`config.mk`:
```
export PLATFORM = sky130hd
export DESIGN_NAME = mem_arbiter
export DESIGN_NICKNAME = d
export VERILOG_FILES = /design/src/rtl/mem_arbiter.sv
export SDC_FILE = /design/constraint.sdc
export NUM_CORES = 1
export LEC_CHECK = 0
export ABC_AREA = 1
export BUFFER_PORTS_ARGS = -buffer_cell sky130_fd_sc_hd__buf_2
export CORE_ASPECT_RATIO = 0.75
export CORE_UTILIZATION = 45
export CTS_BUF_LIST = sky130_fd_sc_hd__clkbuf_8 sky130_fd_sc_hd__clkbuf_16
export CTS_CLUSTER_SIZE = 40
export DETAILED_ROUTE_END_ITERATION = 10
export PLACE_DENSITY = 0.84
export SYNTH_ARGS = -nofsm -noshare
export SYNTH_HDL_FRONTEND = slang
export SYNTH_SLANG_ARGS = --single-unit
export TNS_END_PERCENT = 1
```
`constraint.sdc`:
```
create_clock -name clk -period 4.2 [get_ports clk]
set_clock_uncertainty 0.1 [all_clocks]
set_input_delay 0.84 -clock clk [delete_from_list [all_inputs] [get_ports clk]]
set_output_delay 0.84 -clock clk [all_outputs]
set_load 0.01 [all_outputs]
```
`src/rtl/mem_arbiter.sv`:
```
// mem_arbiter -- shares one unified instruction/data memory between the
// multicycle CPU datapath (cpu_*) and an external requester (ext_*: program
// loader / debug). One access in flight at a time.
//
// Flow: IDLE -> ISSUE -> WAIT x MEM_LATENCY -> RESP -> IDLE for reads, and
// IDLE -> ISSUE -> RESP -> IDLE for writes. The winner's request is latched
// in IDLE, so the requester may drop or change its request once granted.
//
// Ports
//   clk, rst            clock, synchronous active-high reset
//   cpu_req/we/addr/wdata   CPU request (level)
//   cpu_ready           one-cycle completion pulse to the CPU
//   cpu_rdata           CPU read data, held until the next CPU read completes
//   ext_*               same as cpu_*, for the external port
//   mem_en/we/addr/wdata    memory strobe and request; mem_en is high for one
//                           cycle per access, mem_we only together with it
//   mem_rdata           memory read data, valid MEM_LATENCY cycles after mem_en
//   owner               00 idle, 01 CPU, 10 EXT
//
// Build option
//   MEM_ARB_ROUND_ROBIN_EN  defined: simultaneous requests alternate, with the
//                           grant going to the port that did not win last
//                           (first tie after reset goes to the CPU).
//                           undefined: fixed priority, the CPU wins every tie.
module mem_arbiter #(
  parameter int ADDR_WIDTH  = 32,
  parameter int DATA_WIDTH  = 32,
  parameter int MEM_LATENCY = 1
) (
  input  logic                  clk,
  input  logic                  rst,
  input  logic                  cpu_req,
  input  logic                  cpu_we,
  input  logic [ADDR_WIDTH-1:0] cpu_addr,
  input  logic [DATA_WIDTH-1:0] cpu_wdata,
  output logic                  cpu_ready,
  output logic [DATA_WIDTH-1:0] cpu_rdata,
  input  logic                  ext_req,
  input  logic                  ext_we,
  input  logic [ADDR_WIDTH-1:0] ext_addr,
  input  logic [DATA_WIDTH-1:0] ext_wdata,
  output logic                  ext_ready,
  output logic [DATA_WIDTH-1:0] ext_rdata,
  output logic                  mem_en,
  output logic                  mem_we,
  output logic [ADDR_WIDTH-1:0] mem_addr,
  output logic [DATA_WIDTH-1:0] mem_wdata,
  input  logic [DATA_WIDTH-1:0] mem_rdata,
  output logic [1:0]            owner
);

  localparam logic [1:0] OWN_NONE = 2'b00;
  localparam logic [1:0] OWN_CPU  = 2'b01;
  localparam logic [1:0] OWN_EXT  = 2'b10;
  localparam int         CW       = (MEM_LATENCY > 1) ? $clog2(MEM_LATENCY) : 1;

  typedef enum logic [1:0] {S_IDLE, S_ISSUE, S_WAIT, S_RESP} state_t;

  typedef struct packed {
    logic                  we;
    logic [ADDR_WIDTH-1:0] addr;
    logic [DATA_WIDTH-1:0] wdata;
  } req_t;

  state_t          state, state_nxt;
  req_t            cpu_rq, ext_rq, lat_q;
  logic            any_req, grant_cpu, wait_last;
  logic [CW-1:0]   wait_cnt;

  assign cpu_rq    = '{we: cpu_we, addr: cpu_addr, wdata: cpu_wdata};
  assign ext_rq    = '{we: ext_we, addr: ext_addr, wdata: ext_wdata};
  assign any_req   = cpu_req | ext_req;
  assign wait_last = (wait_cnt == CW'(MEM_LATENCY - 1));

`ifdef MEM_ARB_ROUND_ROBIN_EN
  // Only the alternation policy needs grant history.
  logic [1:0] last_owner;

  always_ff @(posedge clk) begin
    if (rst)                         last_owner <= OWN_EXT;
    else if (state == S_IDLE && any_req) last_owner <= grant_cpu ? OWN_CPU : OWN_EXT;
  end

  always_comb begin
    grant_cpu = cpu_req;
    if (cpu_req && ext_req) grant_cpu = (last_owner == OWN_EXT);
  end
`else
  // CPU wins whenever it asks; EXT only gets the memory when the CPU is quiet.
  always_comb grant_cpu = cpu_req;
`endif

  // State register
  always_ff @(posedge clk) begin
    if (rst) state <= S_IDLE;
    else     state <= state_nxt;
  end

  // Next state
  always_comb begin
    state_nxt = state;
    case (state)
      S_IDLE:  if (any_req) state_nxt = S_ISSUE;
      S_ISSUE: state_nxt = lat_q.we ? S_RESP : S_WAIT;
      S_WAIT:  if (wait_last) state_nxt = S_RESP;
      S_RESP:  state_nxt = S_IDLE;
      default: state_nxt = S_IDLE;
    endcase
  end

  // Outputs
  always_comb begin
    mem_en    = (state == S_ISSUE);
    mem_we    = (state == S_ISSUE) & lat_q.we;
    mem_addr  = lat_q.addr;   // held between accesses
    mem_wdata = lat_q.wdata;
    cpu_ready = (state == S_RESP) && (owner == OWN_CPU);
    ext_ready = (state == S_RESP) && (owner == OWN_EXT);
  end

  // Latched request, owner, latency counter and read-data holding registers
  always_ff @(posedge clk) begin
    if (rst) begin
      lat_q     <= '0;
      owner     <= OWN_NONE;
      wait_cnt  <= '0;
      cpu_rdata <= '0;
      ext_rdata <= '0;
    end else begin
      case (state)
        S_IDLE: if (any_req) begin
          lat_q <= grant_cpu ? cpu_rq : ext_rq;
          owner <= grant_cpu ? OWN_CPU : OWN_EXT;
        end
        S_ISSUE: wait_cnt <= '0;
        S_WAIT: begin
          wait_cnt <= wait_cnt + 1'b1;
          // mem_rdata is valid in the last WAIT cycle only
          if (wait_last) begin
            if (owner == OWN_CPU) cpu_rdata <= mem_rdata;
            else                  ext_rdata <= mem_rdata;
          end
        end
        S_RESP: owner <= OWN_NONE;
        default: ;
      endcase
    end
  end

endmodule

```
* Yosys cells after proc, flatten, opt, wreduce, memory -nomap -nowiden
Cells that the tools add are included.
Storage, ports and cells: bits of input ports 166, ROM bits 0, bits in latches 0, output and inout port bits 134, RAM bits 0, memories kept 0, logic and storage cells 39, register bits after elaboration 134
Cells by class: add/sub/neg operators 1, magnitude comparators 0, equal/unequal tests 7, reductions and logical operators 10, multipliers 0, bitwise gates (word level) 4, shift-type cells 0, multiplexer cells 9, divide/modulo/power cells 0
Operators with widths (number):
- 65-bit two-way mux | 1
- 2-bit two-way mux | 4
- 2-bit one-hot mux with 4 select lines | 1
- 2-bit == test, second input constant | 3
- 2-bit AND reduction | 3
- 3-bit AND reduction | 2
- 2-bit by 1-bit == test with 1-bit output, second input constant | 2
- 2-bit != test, second input constant | 2
- 2-bit one-hot mux with 2 select lines | 1
- 2-bit nonzero test | 2
- 1-bit logical AND | 2
- 2-bit logical NOT | 1
- 1-bit inverter | 2
- 1-bit one-hot mux with 2 select lines | 1
- 1-bit adder, second input constant | 1
- 1-bit bitwise AND | 1
- 1-bit two-way mux | 1
- 1-bit OR | 1

* Depth between registers and ports, before layout
depth in word-level cells 3, gate-level depth with buffers 9, mapped depth without buffers 8

* Least setup slack after synthesis
Ideal clock, no wire load.
kind input -> register, start in cpu_req, end reg lat_q (netlist bit mem_addr[12]), library setup time 132 ps, data required time 3968 ps, arrival time 1623 ps, stages on the path 7, path slack 2344 ps, buffers on the path 3, cell sequence buf_2 > nor2_1 > nor2_2 > buf_4 > buf_4 > nand2_1 > a21oi_1
On the way: cells in the longest elaborated chain, start to end 2, elaborated cells between the ends (all ways) 3, classes of those cells 1 x mux; 1 x bitwise; 1 x reduce/logical
Ends and longest elaborated chain:
- from (decl) | line 32 | input logic cpu_req,
- 1-bit OR | line 72 | assign any_req = cpu_req | ext_req;
- 2-bit AND reduction (no line)
- to (signal assigned) | line 132 | lat_q <= grant_cpu ? cpu_rq : ext_rq;
- to (decl) | line 66 | req_t cpu_rq, ext_rq, lat_q;
Parallel ways exist; a longest one is shown, timed or not. A chain may end at the register's enable or synchronous reset.

* Worst setup path after layout
start reg state[0], end reg cpu_rdata[15]
On the way: cells in the longest elaborated chain, start to end 2
Ends and longest elaborated chain:
- from (decl) | line 65 | state_t state, state_nxt;
- from (signal assigned) | line 96 | else state <= state_nxt;
- 2-bit == test | line 130 | case (state)
- 3-bit AND reduction (no line)
- to (signal assigned) | line 140 | if (owner == OWN_CPU) cpu_rdata <= mem_rdata;
- to (decl) | line 37 | output logic [DATA_WIDTH-1:0] cpu_rdata,
No other way between the ends.

==> PnR_summary.wiki <==
{| class="wikitable"
! Metric !! Value
|-
| Synth Area in Compound Gates || 11.4%
|-
| Clk_lat worst skew || 390 ps
|-
| Depth of the CTS H-tree || 4
|-
| Number of buffers created by CTS || 17
|-
| Share of cell area taken by muxes after synthesis || 0%
|-
| Number of synthesized register bits || approximately 130
|-
| Ordered cell list for the critical path || inv_1 > ha_1 > inv_1 > nor2_2 > nand3_1 > buf_4 > inv_1 > nor2_1 > nor2_1
|-
| Power share of the clock group || 32.5%
|-
| Buffers on Ports || 299
|-
| Worst min path class || reg2reg
|-
| First drt pass iteration count || 4
|-
| Mean number of vias per cell || between 4 and 5
|-
| Largest family of logic cells by synthesized area || simple AND/OR/NAND/NOR gates
|-
| Gpl congestion || 0.810
|-
| Total Routing Usage GR || 22.3%
|-
| Proportion of layout cells with a drive suffix above 1 || a little under a third
|-
| Post-route minimum period || 2400 ps
|-
| Adder-cell area share of the yosys netlist || 1.03%
|-
| Nets@finish || 1265
|-
| Maximum clock frequency || 416 MHz
|-
| Cell with the largest stage delay on the worst path || inv_1
|-
| Setup repair after global routing missed its margin || false
|-
| Proportion of power drawn by flip-flops and latches || 37.1%
|-
| Via count of the first global-routing pass || 5256
|-
| Count of max-cap constraint violations || 0
|-
| Area of the core region || 13100 um2
|-
| Buffer depth of the longest clock path || 2
|-
| Worst Tran Pin Value || about 1100 ps
|-
| Clock tree from TritonCTS || done
|-
| Largest net degree at the start of global routing || between 60 and 70
|-
| Post_cts resized || 0
|-
| Count of buffering cells on the critical path with inverters included || 4
|-
| Register area share after synthesis || roughly 44%
|-
| Leak || about 0.004 uW
|-
| Commonest non-fill, non-tap cell in the layout || nand2_1
|-
| IR drop worst, VDD || between 0.3 and 0.4 mV
|-
| DRC violations left || 0
|-
| Net switching fraction of the power || 34.4%
|-
| Crit. End Element || register
|-
| Post-synthesis cell type with the largest combined area || dfxtp_1
|-
| Count of hold-fix buffers inserted at cts || 0
|-
| Die width || 136 um
|-
| Endpoints failing hold || 0
|-
| Simple-gate area share of the yosys netlist || between 20 and 30%
|-
| CP max stage delay || 820 ps
|-
| Total instance count after detailed placement || approximately 1200
|-
| Synthesized-area fraction occupied by xor and xnor cells || 0%
|-
| Internal power of the cells || 3070 uW
|-
| Final period utilization || 57.2%
|-
| Starting DRT DRC Count || 281
|-
| Net load switching power || 1610 uW
|-
| Synthesized instance count || 887
|-
| Cell area after synthesis || between 6000 and 7000 um2
|-
| Required time of the critical path || around 4400 ps
|-
| Sum of routed wire length over all layers || 15800 um
|-
| Effective utilization at floorplan || 46.3%
|-
| Yosys warning count || 0
|-
| Routed vias || 5970
|-
| Commonest non-fill, non-tap cells in the layout || nand2_1 (335), buf_2 (299), dfxtp_1 (134), nor2_1 (132), a21oi_1 (70)
|-
| Final number of max-transition violations || 0
|-
| Clock Tree Root || clkbuf_16
|-
| Clock-pin slew reported for the worst setup and hold paths after clock tree synthesis || ~60 ps
|-
| Mean cell area of the mapped netlist || 6.82 um2
|-
| Proportion of netlist area held by the largest area contributor || 44.4%
|-
| Area Growth Syn to Fin || 27.3%
|-
| Number of placement rows || 36
|-
| Largest cells by area after synthesis || dfxtp_1 (44%), nand2_1 (21%), buf_4 (9.2%)
|-
| Max transition margin || 28.0%
|-
| Synthesized Nets || roughly 1100
|-
| Path type of the worst setup path || reg2reg
|-
| N_diodes || 0
|-
| HPWL after detailed placement || 11300 um
|-
| Initial antenna violation count || 0
|-
| Total negative slack for setup checks || 0 ps
|-
| Final setup vio count || 0
|-
| Wire length of the first global-routing pass || 24400 um
|-
| Fin cells || 1278
|-
| Number of nets with antenna violations after detailed routing || 0
|-
| Combinational power share || slightly above 30%
|-
| Height of the die || 102 um
|-
| Sinks on the clock net || 134
|-
| Power density normalized to cell area || about 600 nW/um2
|-
| Arr. time, crit path || 2630 ps
|-
| Cell type group with the largest total delay on the critical path || buffers and inverters
|-
| Critical path peak fanout || 33
|-
| Floorplan die area || 13900 um2
|-
| Nature of the critical path startpoint || register
|-
| Setup bufs post-CTS || 0
|-
| Run status || completed
|-
| Ports placed on the boundary || 300
|-
| Number of distinct library cells after synthesis || 17
|-
| Remaining Overflow, GRT || 0
|-
| Cell repeated most along the worst path || inv_1
|-
| Routed len/inst || around 12 um
|}
==> worst reg2reg max path: cells and delay by family (launching register included) <==
kind	cells	cell delay, ps
DFF	1	350
buffers and inverters	4	1230
adders and majority gates	1	180
and+or+nand+nor	4	460
==> worst paths after layout <==
kind | endpoint | cells after the start | startpoint | slack, ps
setup / recovery | cpu_rdata[15] | 9 | state[0] | 1800
hold / removal | mem_addr[2] | 2 | mem_addr[2] | 360
hold reg to reg | mem_addr[2] | 2 | mem_addr[2] | 360
setup reg to reg | cpu_rdata[15] | 9 | state[0] | 1800
==> power groups by stage <==
stage	Combinational (uW)	Clock, uW	Sequential [uW]
2_1_floorplan	1040	0	1810
3_3_place_gp	1400	0	1740
3_5_place_dp	1430	0	1760
4_1_cts	1430	1560	1740
5_1_grt	1600	1610	1780
6_report	1420	1520	1740
==> cell families (layout without fill, tap and decap cells) <==
logic type	after synthesis	in the layout
flip-flops	134	134
adder cells (fa/ha/maj)	5	5
AO/OA/AOI/OAI	137	137
buffers and inverters	134	354
AND/OR/NAND/NOR	477	477
==> sequential cells by signal, indices dropped and copies added (netlist names) <==
name       count
owner          2
state          2
cpu_rdata     32
wait_cnt       1
mem_addr      32
ext_rdata     32
lat_q          1
mem_wdata     32
==> layer usage <==
| layer | up-vias | global-route usage, % | share of wire [%] |
|---|---|---|---|
| met2 | 203 | 38.0 | 48 |
| met1 | 2628 | 26.4 | 44 |
| met5 | - | 0 | 0 |
| li1 | 3114 | - | - |
| met4 | 0 | 10.8 | 1.9 |
| met3 | 25 | 5.70 | 6.3 |
==> cell type report <==
| class | count | area [um2] |
|---|---|---|
| fillers | 1240 | 5370 |
| flip-flops and latches | 134 | 2680 |
| multi-input cells | 619 | 2570 |
| repair buffers | 308 | 1560 |
| clock buffers | 18 | 439 |
| well taps | 171 | 214 |
| clock inverters | 14 | 175 |
| inverters | 14 | 52.6 |
==> cells in the mapped netlist <==
library cell  count
a21oi_1          70
buf_1             1
buf_2            21
buf_4            74
clkbuf_1         24
dfxtp_1         134
ha_1              5
inv_1            11
inv_2             3
nand2_1         335
nand3_1           7
nor2_1          132
nor2_2            2
nor3_1            1
o21ai_0          60
o21ai_1           6
o21ai_2           1
==> through the flow <==
step,total power [uW],setup slack (ps),util [%],cell area [um2],hold WS [ps]
after floorplan,2840,2340,-,6050,344
after global routing,4990,1530,58.9,7700,375
after CTS,4720,1780,58.9,7700,361
final,4670,1800,58.9,7700,359
after detailed placement,3190,1400,54.2,7080,352
after global placement,3150,1450,54.2,7080,349
No activity file was read; power rests on OpenSTA's default activity.
